### src/rtl/seg_scan_decoder.sv
// -----------------------------------------------------------------------------
// seg_scan_decoder
//
// Receive side of a multiplexed, active-low 7-segment scan bus. The scanning
// source drives one digit enable low at a time together with that digit's
// cathode pattern. This block waits until the pins have been quiet for SETTLE
// samples, then latches the pattern into that digit's register. The result is
// eight static segment buses. A digit that is not refreshed within TIMEOUT
// cycles goes stale and reads as blank (8'hFF).
//
// Parameters
//   SETTLE  : consecutive identical synced samples needed before a capture (>= 2)
//   TIMEOUT : cycles without refresh before a digit goes stale
//   ERR_W   : width of the illegal-enable error counter
//
// Ports
//   clk          in   1      sole clock, rising edge
//   rst          in   1      synchronous reset, active-low
//   an           in   8      digit enables, active-low, asynchronous to clk
//   cath         in   8      {DP,G,F,E,D,C,B,A}, active-low, asynchronous to clk
//   seg0..seg7   out  8      reconstructed segments, active-low, 8'hFF = blank
//   valid        out  8      bit i set while digit i is fresh
//   err_cnt      out  ERR_W  saturating count of entries into multi-low AN patterns
// -----------------------------------------------------------------------------
module seg_scan_decoder #(
  parameter int SETTLE  = 4,
  parameter int TIMEOUT = 200000,
  parameter int ERR_W   = 8
) (
  input  logic             clk,
  input  logic             rst,
  input  logic [7:0]       an,
  input  logic [7:0]       cath,
  output logic [7:0]       seg0,
  output logic [7:0]       seg1,
  output logic [7:0]       seg2,
  output logic [7:0]       seg3,
  output logic [7:0]       seg4,
  output logic [7:0]       seg5,
  output logic [7:0]       seg6,
  output logic [7:0]       seg7,
  output logic [7:0]       valid,
  output logic [ERR_W-1:0] err_cnt
);

  localparam int CNT_W = $clog2(SETTLE + 1);
  localparam int AGE_W = $clog2(TIMEOUT + 1);

  typedef enum logic [1:0] {
    IDLE,
    SETTLING,
    CAPTURED
  } state_e;

  // ---------------------------------------------------------------------------
  // Input synchronizers
  // ---------------------------------------------------------------------------
  // NOTE: two flops in series per bit give a metastable first stage a full
  // cycle to resolve; nothing downstream may look at the first stage.
  logic [7:0] an_meta_q, an_s_q;
  logic [7:0] cath_meta_q, cath_s_q;

  // NOTE: every clocked register uses non-blocking assignment so all flops
  // sample their inputs from the same edge, independent of statement order.
  always_ff @(posedge clk) begin
    if (!rst) begin
      an_meta_q   <= 8'hFF;
      an_s_q      <= 8'hFF;
      cath_meta_q <= 8'hFF;
      cath_s_q    <= 8'hFF;
    end else begin
      an_meta_q   <= an;
      an_s_q      <= an_meta_q;
      cath_meta_q <= cath;
      cath_s_q    <= cath_meta_q;
    end
  end

  // ---------------------------------------------------------------------------
  // Stability tracking
  // ---------------------------------------------------------------------------
  logic [15:0]      prev_q;
  logic [CNT_W-1:0] cnt_q, cnt_d;
  logic             same;
  logic             onehot_low;
  logic             illegal;
  logic             illegal_entry;
  logic             settle_hit;

  assign same       = ({an_s_q, cath_s_q} == prev_q);
  assign onehot_low = $onehot(~an_s_q);
  assign illegal    = (an_s_q != 8'hFF) && !onehot_low;
  // Counted once when an illegal pattern first appears, not while it is held.
  assign illegal_entry = illegal && (an_s_q != prev_q[15:8]);

  // NOTE: each combinational block assigns a default first, so no path can
  // leave a signal unassigned and infer a latch.
  always_comb begin
    cnt_d = '0;
    if (same) begin
      cnt_d = (cnt_q == CNT_W'(SETTLE)) ? cnt_q : cnt_q + CNT_W'(1);
    end
  end

  // The counter reaches SETTLE-1 on the last of the SETTLE stable samples,
  // which places the capture 2 + SETTLE edges after the pins settle.
  assign settle_hit = same && (cnt_d == CNT_W'(SETTLE - 1));

  always_ff @(posedge clk) begin
    if (!rst) begin
      prev_q <= 16'hFFFF;
      cnt_q  <= '0;
    end else begin
      prev_q <= {an_s_q, cath_s_q};
      cnt_q  <= cnt_d;
    end
  end

  // ---------------------------------------------------------------------------
  // Capture FSM: state register / next state / output
  // ---------------------------------------------------------------------------
  state_e state_q, state_d;
  logic   capture;

  always_ff @(posedge clk) begin
    if (!rst) state_q <= IDLE;
    else      state_q <= state_d;
  end

  always_comb begin
    state_d = state_q;
    if (!onehot_low) begin
      state_d = IDLE;
    end else begin
      case (state_q)
        IDLE:     state_d = SETTLING;
        SETTLING: if (settle_hit) state_d = CAPTURED;
        CAPTURED: if (!same)      state_d = SETTLING;
        default:  state_d = IDLE;
      endcase
    end
  end

  // Only the SETTLING->CAPTURED transition writes, so a held pattern is
  // captured exactly once. An illegal entry in the same cycle vetoes it.
  always_comb begin
    capture = (state_q == SETTLING) && onehot_low && settle_hit && !illegal_entry;
  end

  // ---------------------------------------------------------------------------
  // Per-digit storage, ageing and validity
  // ---------------------------------------------------------------------------
  logic [7:0]       seg_q [8];
  logic [AGE_W-1:0] age_q [8];
  logic [AGE_W-1:0] age_d [8];
  logic [7:0]       valid_q, valid_d;
  logic [7:0]       cap_vec;

  assign cap_vec = capture ? ~an_s_q : 8'h00;

  // A capture on the cycle the age would reach TIMEOUT wins: age restarts
  // at zero and the digit stays valid.
  always_comb begin
    valid_d = valid_q;
    for (int i = 0; i < 8; i++) begin
      age_d[i] = '0;
      if (cap_vec[i]) begin
        age_d[i]   = '0;
        valid_d[i] = 1'b1;
      end else begin
        age_d[i] = (age_q[i] == AGE_W'(TIMEOUT)) ? age_q[i] : age_q[i] + AGE_W'(1);
        if (age_d[i] == AGE_W'(TIMEOUT)) valid_d[i] = 1'b0;
      end
    end
  end

  // NOTE: the digit registers are a small flop array, not RAM, and must come
  // out of reset blank, so they are reset alongside the rest of the state.
  always_ff @(posedge clk) begin
    if (!rst) begin
      valid_q <= 8'h00;
      for (int i = 0; i < 8; i++) begin
        seg_q[i] <= 8'hFF;
        age_q[i] <= '0;
      end
    end else begin
      valid_q <= valid_d;
      for (int i = 0; i < 8; i++) begin
        if (cap_vec[i]) seg_q[i] <= cath_s_q;
        age_q[i] <= age_d[i];
      end
    end
  end

  // ---------------------------------------------------------------------------
  // Error counter
  // ---------------------------------------------------------------------------
  logic [ERR_W-1:0] err_q, err_d;

  always_comb begin
    err_d = err_q;
    if (illegal_entry && (err_q != '1)) err_d = err_q + ERR_W'(1);
  end

  always_ff @(posedge clk) begin
    if (!rst) err_q <= '0;
    else      err_q <= err_d;
  end

  // ---------------------------------------------------------------------------
  // Outputs: stale digits read blank
  // ---------------------------------------------------------------------------
  logic [7:0] seg_out [8];

  always_comb begin
    for (int i = 0; i < 8; i++) begin
      seg_out[i] = valid_q[i] ? seg_q[i] : 8'hFF;
    end
  end

  assign seg0    = seg_out[0];
  assign seg1    = seg_out[1];
  assign seg2    = seg_out[2];
  assign seg3    = seg_out[3];
  assign seg4    = seg_out[4];
  assign seg5    = seg_out[5];
  assign seg6    = seg_out[6];
  assign seg7    = seg_out[7];
  assign valid   = valid_q;
  assign err_cnt = err_q;

endmodule

### config.mk
export PLATFORM = sky130hd
export DESIGN_NAME = seg_scan_decoder
export DESIGN_NICKNAME = d
export VERILOG_FILES = /design/src/rtl/seg_scan_decoder.sv
export SDC_FILE = /design/constraint.sdc
export NUM_CORES = 1
export LEC_CHECK = 0
export ABC_AREA = 1
export CORE_MARGIN = 3
export CORE_UTILIZATION = 47
export CTS_CLUSTER_SIZE = 20
export DETAILED_ROUTE_END_ITERATION = 10
export PLACE_DENSITY_LB_ADDON = 0.1
export SLEW_MARGIN = 40
export SYNTH_ARGS = -nofsm -noshare
export SYNTH_HDL_FRONTEND = slang
export SYNTH_SLANG_ARGS = --single-unit
### constraint.sdc
create_clock -name clk -period 4.09 [get_ports clk]
set_input_delay 1.227 -clock clk [delete_from_list [all_inputs] [get_ports clk]]
set_output_delay 1.227 -clock clk [all_outputs]
set_load 0.05 [all_outputs]
==> results.toml, run 1 <==
[global_route]
antenna_found_initial = 0
grt_pass1_wl_um = 53850
grt_usage = 0.2050
grt_pass1_vias = 11457
grt-ovfl-total = 0
grt_max_degree = 37

[synth]
synth_area_per_cell_sq_um = 7.035
yosys_warnings = 0
synth_top_area_cell = "dfxtp_1"
netlist_area_sq_um = 14010
synth_flop_cell = "dfxtp_1"
syn-num-nets = 2037
ys_types = 30
netlist.area_leader.share = 0.3043
ys_async_sr_fraction = 0
ys_seq_area_frac = 0.4414
synth-seq-cells = 277
synth.area.top_cells = "dfxtp_1 (30%), nand2_1 (14%), edfxtp_1 (14%)"
synth-edff-count = 64
synth_cells = 1992

[cts]
cts_buffers = 29
clock_sinks = 277
clkLatencyLatePin_ns = 0.56
cts_root_buffer = "clkbuf_16"
clk_pin_slew_ns = 0.06
cts_max_level = 1
cts_tree = "done"
clk_path_buf_depth = 3
hold_buffers = 0

[power]
power.share.combinational = 0.055
design_power_total_w = 0.005820
power_frac_clock = 0.447
leakagePower_nw = 6.589
p_sw_w = 0.001362
p_per_area_nw_per_um2 = 354.9
p_int_w = 0.004458
ir_drop_v = 0.0003335
switching_share = 0.2340
p_seq_frac = 0.497

[setup_path]
critPathLaunch = "an_s_q[0]"
crit_type = "register to register"
r2r_start = "an_s_q[0]"
crit_path_end_kind = "register"
worstPathArrival_ns = 4.16
start_kind = "register"
worstPathRequired_ns = 4.31
crit_fanout = 26

[timing]
finalCritPeriodShare = 0.9628
finalHoldViolCount = 0
setup_viol = 0
rsz0062_at_grt = "yes"
maxSlewViolCount = 0
fin_crit_ns = 3.938
tns_ns = 0
worstMarginPinSlew_ns = 0.8545
fmax_ghz = 0.2539
maxSlewHeadroom = 0.4282
fin_skew_ns = 0.02087
hold_slack_ns = 0.4120

[floorplan]
die_w_um = 178.7
rows = 62
design.core.area_sq_um = 29010
initial_core_util = 0.4831
ios = 98
fp.dieH_um = 178.7
die-area_sq_um = 31930

[min_path]
holdCritStartpoint = "an_meta_q[0]"
hold_path_class = "register to register"

[finish]
antennaDiodeCount = 0
layout-drive-gt1-share = 0.05113
final_common_cell = "nand2_1"
final_util = 0.5653
final_area_sq_um = 16400
area_delta_synth_final_pct = 17.03
fin_nets = 2154
mostFrequentLayoutCells = "nand2_1 (535), nor2_1 (374), inv_1 (296)"

[detailed_routing]
wl_per_cell_um = 13.24
drcViolationCount = 0
viasPerCell = 4.905
drtAntennaViolNets = 0
dr.pass1.iters = 6
vias = 12342
wl_um = 33320
drtIter0Drc = 637

[placed_design]
dp_hpwl_um = 25330
dpl-instance-area_sq_um = 15420
portBuffers = 97
place_congestion = 0.9165

[run]
maxCapViolCount = 0

[run_status]
status = "finished, final reports clean"
[what timing repair did]
action / 4_1_cts / 5_1_grt
setup endpoints to repair: 0 / 121
resized for setup: 0 / 6
buffers inserted: 0 / 0
[cell usage after synthesis (23+ instances only)]
master      n
edfxtp_1   64
dfxtp_1   213
a21oi_1    59
nand2_1   535
nand3_1   158
or2_2      32
ha_1       23
nor2_1    374
xor2_1     58
inv_1     297
nand4_1    65
o21ai_0    28
[cells by family after synthesis]
kind of cell,after synthesis,share of synthesized area
AO/OA/AOI/OAI,92,0.03375
buffers and inverters,323,0.09097
flip-flops,277,0.4414
adder cells (fa/ha/maj),27,0.02625
XOR/XNOR,78,0.04875
AND/OR/NAND/NOR,1195,0.3589
[worst max-delay path, stage by stage (launching register included)]
cell,delay (ns)
dfxtp_1,0.36
fa_1,0.55
inv_1,0.05
fa_1,0.45
fa_1,0.49
ha_1,0.16
inv_1,0.05
fa_1,0.37
xor2_1,0.13
nand3_1,0.11
nor3_2,0.16
buf_4,0.18
nand3_1,0.18
nand2_4,0.33
[registers in the layout, summed over array words and instances, names as in the netlist]
| register | flops |
|---|---|
| an_meta_q | 8 |
| valid | 8 |
| cath_meta_q | 8 |
| prev_q | 16 |
| cath_s_q | 8 |
| state_q | 2 |
| seg_q | 64 |
| err_cnt | 8 |
| cnt_q | 3 |
| age_q | 144 |
| an_s_q | 8 |
[power groups by stage]
stage	Clock [W]	Combinational [W]	Sequential, W
4_1_cts	0.00267	0.000325	0.00289
3_3_place_gp	0	0.000318	0.00295
2_1_floorplan	0	0.000216	0.00296
5_1_grt	0.00276	0.000368	0.00290
3_5_place_dp	0	0.000323	0.00295
6_report	0.00260	0.000322	0.00289
[cell type report]
type | instances | area [sq um]
fill | 2883 | 12610
inverter | 298 | 1119
clock inverter | 17 | 142.6
clock buffer | 37 | 820.8
tap | 384 | 480.5
timing repair buffer | 111 | 1076
sequential | 277 | 6186
multi-input combinational | 1392 | 6578
[per-stage QoR]
step                      cells  setup WS, ns
final                      2516        0.1520
after CTS                  2517        0.1560
after detailed placement   2463        0.1629
after global routing       2516      -0.07258
after floorplan            1992        0.3133
after global placement     2463        0.2457
[worst paths after layout]
check / cells past startpoint / endpoint / slack (ns)
setup / recovery: 13 / seg_q[0][18] / 0.15
hold / removal: 1 / an_s_q[0] / 0.41
setup reg to reg: 13 / seg_q[0][18] / 0.15
hold reg to reg: 1 / an_s_q[0] / 0.41
[routing by layer]
metal / GRT usage / part of all wire / vias up
met4: 0.04870 / 0.020 / 0
met3: 0.02202 / 0.040 / 46
met2: 0.3481 / 0.46 / 241
met5: 0 / 0 / -
li1: - / - / 6449
met1: 0.2815 / 0.48 / 5606
Power figures use the tool's default switching activity.
==> run 2, diff against run 1 <==
==> constraint.sdc (replaced) <==
create_clock -name clk -period 3.3 [get_ports clk]
set_input_delay 0.99 -clock clk [delete_from_list [all_inputs] [get_ports clk]]
set_output_delay 0.99 -clock clk [all_outputs]
set_load 0.05 [all_outputs]
==> results.toml, run 2 (synthesis gave the netlist of run 1 again) <==
[detailed_routing]
wl_per_cell_um = 13.44
vias = 12722
viasPerCell = 4.943
drcViolationCount = 0
drtIter0Drc = 826
drtAntennaViolNets = 0
wl_um = 34590
dr.pass1.iters = 6

[setup_path]
critPathMostFrequentCell = "fa_1"
start_kind = "register"
crit_family = "adder cells"
crit_fanout = 8
max_stage_delay_ns = 0.53
cp_slowest_cell = "fa_1"
crit_path_end_kind = "register"
worstPathRequired_ns = 3.74
crit_type = "register to register"
cp_cell_sequence = "fa_1 -> inv_1 -> fa_1 -> fa_1 -> ha_2 -> inv_2 -> fa_2 -> xor2_1 -> nand3_2 -> nor3_4 -> buf_6 -> nand3_4 -> nand2_8 -> clkbuf_16 -> nor2_1"
cp_num_buf_inv = 4
worstPathArrival_ns = 4.29

[timing]
maxSlewHeadroom = 0.4414
rsz0062_at_grt = "yes"
finalCritPeriodShare = 1.165
fmax_ghz = 0.2601
tns_ns = -132.04
finalHoldViolCount = 0
fin_skew_ns = 0.02429
fin_ws_ns = -0.5447
worstMarginPinSlew_ns = 0.8353
hold_slack_ns = 0.4129
fin_crit_ns = 3.845
maxSlewViolCount = 0
setup_viol = 272

[floorplan]
fp.dieH_um = 178.7
rows = 62
initial_core_util = 0.4831
design.core.area_sq_um = 29010
die-area_sq_um = 31930
die_w_um = 178.7
ios = 98

[finish]
area_delta_synth_final_pct = 24.21
layout-drive-gt1-share = 0.1046
fillers = 2717
fin_cells = 2574
fin_nets = 2210
regMostFlops = "age_q"
largest_reg_flops = 144
antennaDiodeCount = 0
mostFrequentLayoutCells = "nand2_1 (515), nor2_1 (359), inv_1 (290)"
final_common_cell = "nand2_1"
layout_top_registers = "age_q x144, seg_q x64, prev_q x16"

[global_route]
grt_pass1_wl_um = 55650
grt_max_degree = 40
grt_pass1_vias = 11988
antenna_found_initial = 0
grt_usage = 0.2117
grt-ovfl-total = 0

[cts]
cts_root_buffer = "clkbuf_16"
clock_sinks = 277
clk_pin_slew_ns = 0.06
clk_path_buf_depth = 3
hold_buffers = 0
cts_max_level = 1
cts_buffers = 31
cts_tree = "done"
clkLatencyLatePin_ns = 0.58

[power]
ir_drop_v = 0.0004280
power.share.combinational = 0.073
leakagePower_nw = 6.946
p_sw_w = 0.001811
power_frac_clock = 0.445
design_power_total_w = 0.007432
p_int_w = 0.005621
switching_share = 0.2437
p_seq_frac = 0.483
p_per_area_nw_per_um2 = 426.9

[run]
maxCapViolCount = 0

[run_status]
violations = "negative setup slack"
status = "finished, violations left"

[placed_design]
dp.cells = 2495
place_congestion = 0.9727
portBuffers = 97
dp_hpwl_um = 25680

[min_path]
hold_path_class = "register to register"
run 2: path summary, 6_finish.rpt:
path,from,to,slack [ns],cells past startpoint
worst max-delay path,an_s_q[0],age_q[0][40],-0.54,15
worst min-delay path,an_meta_q[5],an_s_q[5],0.41,1
worst max register to register,an_s_q[0],age_q[0][40],-0.54,15
worst min register to register,an_meta_q[5],an_s_q[5],0.41,1
run 2: power by group through the flow:
| stage | Combinational, W | Clock (W) | Sequential [W] |
|---|---|---|---|
| after CTS | 0.000466 | 0.00339 | 0.00359 |
| after global routing | 0.000604 | 0.00353 | 0.00359 |
| final | 0.000539 | 0.00331 | 0.00359 |
| after floorplan | 0.000273 | 0 | 0.00367 |
| after detailed placement | 0.000453 | 0 | 0.00366 |
| after global placement | 0.000441 | 0 | 0.00366 |
run 2: per-layer routing:
metal  vias to the layer above  global-route usage  share of wire
met5                         -                   0              0
met4                         0             0.07078          0.032
met3                        67             0.02859          0.051
met2                       314              0.3579           0.47
met1                      5752              0.2799           0.45
li1                       6589                   -              -
run 2: through the flow:
step	cell area, sq um	setup slack, ns	util
2_1_floorplan	14040	-0.3927	-
3_3_place_gp	15800	-0.5017	0.5446
3_5_place_dp	15800	-0.6143	0.5446
4_1_cts	16900	-0.5120	0.5824
5_1_grt	17410	-0.7014	0.6000
6_report	17410	-0.5447	0.6000
run 2: final cells by class:
cell class	count	area (sq um)	share of cell area
sequential	277	6187	0.3554
multi-input combinational	1400	6932	0.3982
timing repair inverter	1	7.507	0.0004313
clock inverter	24	178.9	0.01028
inverter	298	1150	0.06605
timing repair buffer	156	1664	0.09559
tap	384	480.5	0.02760
clock buffer	34	808.3	0.04643
run 2: timing repair:
item | CTS | global route
gates resized for setup | 25 | 82
gates cloned | 5 | 12
setup buffers | 1 | 3
setup endpoints to repair | 273 | 274
pin swaps | 7 | 13
==> run 3, diff against run 2 <==
--- a/config.mk
+++ b/config.mk
@@ -7,7 +7,7 @@
 export LEC_CHECK = 0
 export ABC_AREA = 1
 export CORE_MARGIN = 3
-export CORE_UTILIZATION = 47
+export CORE_UTILIZATION = 35
 export CTS_CLUSTER_SIZE = 20
 export DETAILED_ROUTE_END_ITERATION = 10
 export PLACE_DENSITY_LB_ADDON = 0.1
==> results.toml, run 3 (synthesis gave the netlist of run 1 again) <==
[finish]
antennaDiodeCount = 0
final_area_sq_um = 17540
area_delta_synth_final_pct = 25.18
final_util = 0.4487
layout-drive-gt1-share = 0.09406
regMostFlops = "age_q"
mostFrequentLayoutCells = "nand2_1 (529), nor2_1 (361), inv_1 (289)"
fillers = 4057
largest_reg_flops = 144
final_common_cell = "nand2_1"
layout_top_registers = "age_q x144, seg_q x64, prev_q x16"
fin_nets = 2208

[timing]
fmax_ghz = 0.2678
fin_crit_ns = 3.734
worstMarginPinSlew_ns = 0.6057
setup_viol = 273
rsz0062_at_grt = "yes"
fin_ws_ns = -0.4342
fin_skew_ns = 0.01468
maxSlewHeadroom = 0.5937
finalCritPeriodShare = 1.132
tns_ns = -99.71
finalHoldViolCount = 0
maxSlewViolCount = 0

[cts]
clk_path_buf_depth = 3
cts_root_buffer = "clkbuf_16"
cts_max_level = 2
clock_sinks = 277
cts_buffers = 35
clkLatencyLatePin_ns = 0.52
clk_pin_slew_ns = 0.06
cts_tree = "done"

[floorplan]
die-area_sq_um = 42480
ios = 98
rows = 72
design.core.area_sq_um = 39100
initial_core_util = 0.3585
fp.dieH_um = 206.1
die_w_um = 206.1

[setup_path]
critPathMostFrequentCell = "fa_1"
r2r_end = "age_q[0][33]"
worstPathRequired_ns = 3.69
start_kind = "register"
crit_path_end_kind = "register"
crit_type = "register to register"
max_stage_delay_ns = 0.54
cp_num_buf_inv = 4
worstPathArrival_ns = 4.12
r2r_start = "an_s_q[0]"
crit_family = "adder cells"
crit_fanout = 10
regToRegSetupSlack_ns = -0.43
critPathLaunch = "an_s_q[0]"
cp_cell_sequence = "fa_1 -> inv_1 -> fa_1 -> fa_1 -> ha_2 -> inv_2 -> fa_2 -> nand2_2 -> nor3_4 -> buf_4 -> nand3_2 -> nand2_4 -> buf_12 -> a21oi_1"
cp_slowest_cell = "fa_1"
reg2reg_depth = 14

[detailed_routing]
drtAntennaViolNets = 0
wl_um = 37260
vias = 12524
drtIter0Drc = 715
wl_per_cell_um = 13.76
drcViolationCount = 0
viasPerCell = 4.625
dr.pass1.iters = 5

[min_path]
hold_path_class = "register to register"
hold_path_depth = 1
holdCritStartpoint = "cath_meta_q[6]"
holdPathEnd = "cath_s_q[6]"

[global_route]
grt_pass1_wl_um = 60940
grt_usage = 0.1763
antenna_found_initial = 0
grt-ovfl-total = 0
grt_max_degree = 28
grt_pass1_vias = 12119

[run_status]
violations = "negative setup slack"
status = "finished, violations left"

[power]
ir_drop_v = 0.0002984
p_per_area_nw_per_um2 = 453.6
leakagePower_nw = 6.994
design_power_total_w = 0.007957

[placed_design]
dpl-instance-area_sq_um = 16050
portBuffers = 97
dp_hpwl_um = 28240
post-place-ws_ns = -0.5311
place_congestion = 0.8908

[run]
maxCapViolCount = 0
==> run 3: power breakdown <==
part	switching (W)	leakage [nW]	internal, W
Sequential	0.0000574	2.19	0.00353
Combinational	0.000301	4.24	0.000234
Clock	0.00152	0.562	0.00231
Total	0.00188	6.99	0.00608
==> run 3: worst reg2reg max path, cell delays in order, from the launching register on <==
cell	delay [ns]
dfxtp_2	0.32
fa_1	0.54
inv_1	0.05
fa_1	0.44
fa_1	0.50
ha_2	0.18
inv_2	0.04
fa_2	0.52
nand2_2	0.07
nor3_4	0.18
buf_4	0.19
nand3_2	0.19
nand2_4	0.21
buf_12	0.14
a21oi_1	0.04
==> run 3: what timing repair did <==
item	4_1_cts	5_1_grt
pin swaps	10	2
gates resized for setup	53	12
endpoints found under the hold margin	0	0
buffers inserted	8	0
hold buffers	0	0
setup endpoints to repair	273	274
gates cloned	7	0
==> run 3: worst max path at each step <==
stage / endpoint / slack (ns) / depth (start not counted)
2_1_floorplan: seg_q[1][10] / -0.39 / 13
3_3_place_gp: seg_q[1][7] / -0.45 / 14
3_5_place_dp: seg_q[1][1] / -0.53 / 14
4_1_cts: age_q[0][16] / -0.44 / 14
5_1_grt: age_q[0][15] / -0.59 / 14
6_report: age_q[0][33] / -0.43 / 14
==> run 3: layout make-up <==
cell class	count	area, sq um	area share
Timing Repair Buffer	153	1643	0.09365
Clock buffer	38	907.1	0.05171
Multi-Input combinational cell	1397	6766	0.3857
Clock inverter	26	247.7	0.01412
Timing Repair inverter	1	5.005	0.0002853
Sequential cell	277	6187	0.3527
Tap cell	518	648.1	0.03694
Inverter	298	1139	0.06490
==> run 3: routing by layer <==
metal / share of wire / GRT usage / vias up
li1: - / - / 6580
met1: 0.48 / 0.2410 / 5663
met2: 0.45 / 0.2879 / 234
met3: 0.047 / 0.03056 / 47
met4: 0.023 / 0.04921 / 0
met5: 0 / 0 / -
==> run 3: metrics by stage <==
| stage | hold slack (ns) | std cells |
|---|---|---|
| 2_1_floorplan | 0.3925 | 1992 |
| 4_1_cts | 0.4169 | 2708 |
| 6_report | 0.4140 | 2708 |
| 5_1_grt | 0.4319 | 2708 |
| 3_3_place_gp | 0.3969 | 2631 |
| 3_5_place_dp | 0.4035 | 2631 |
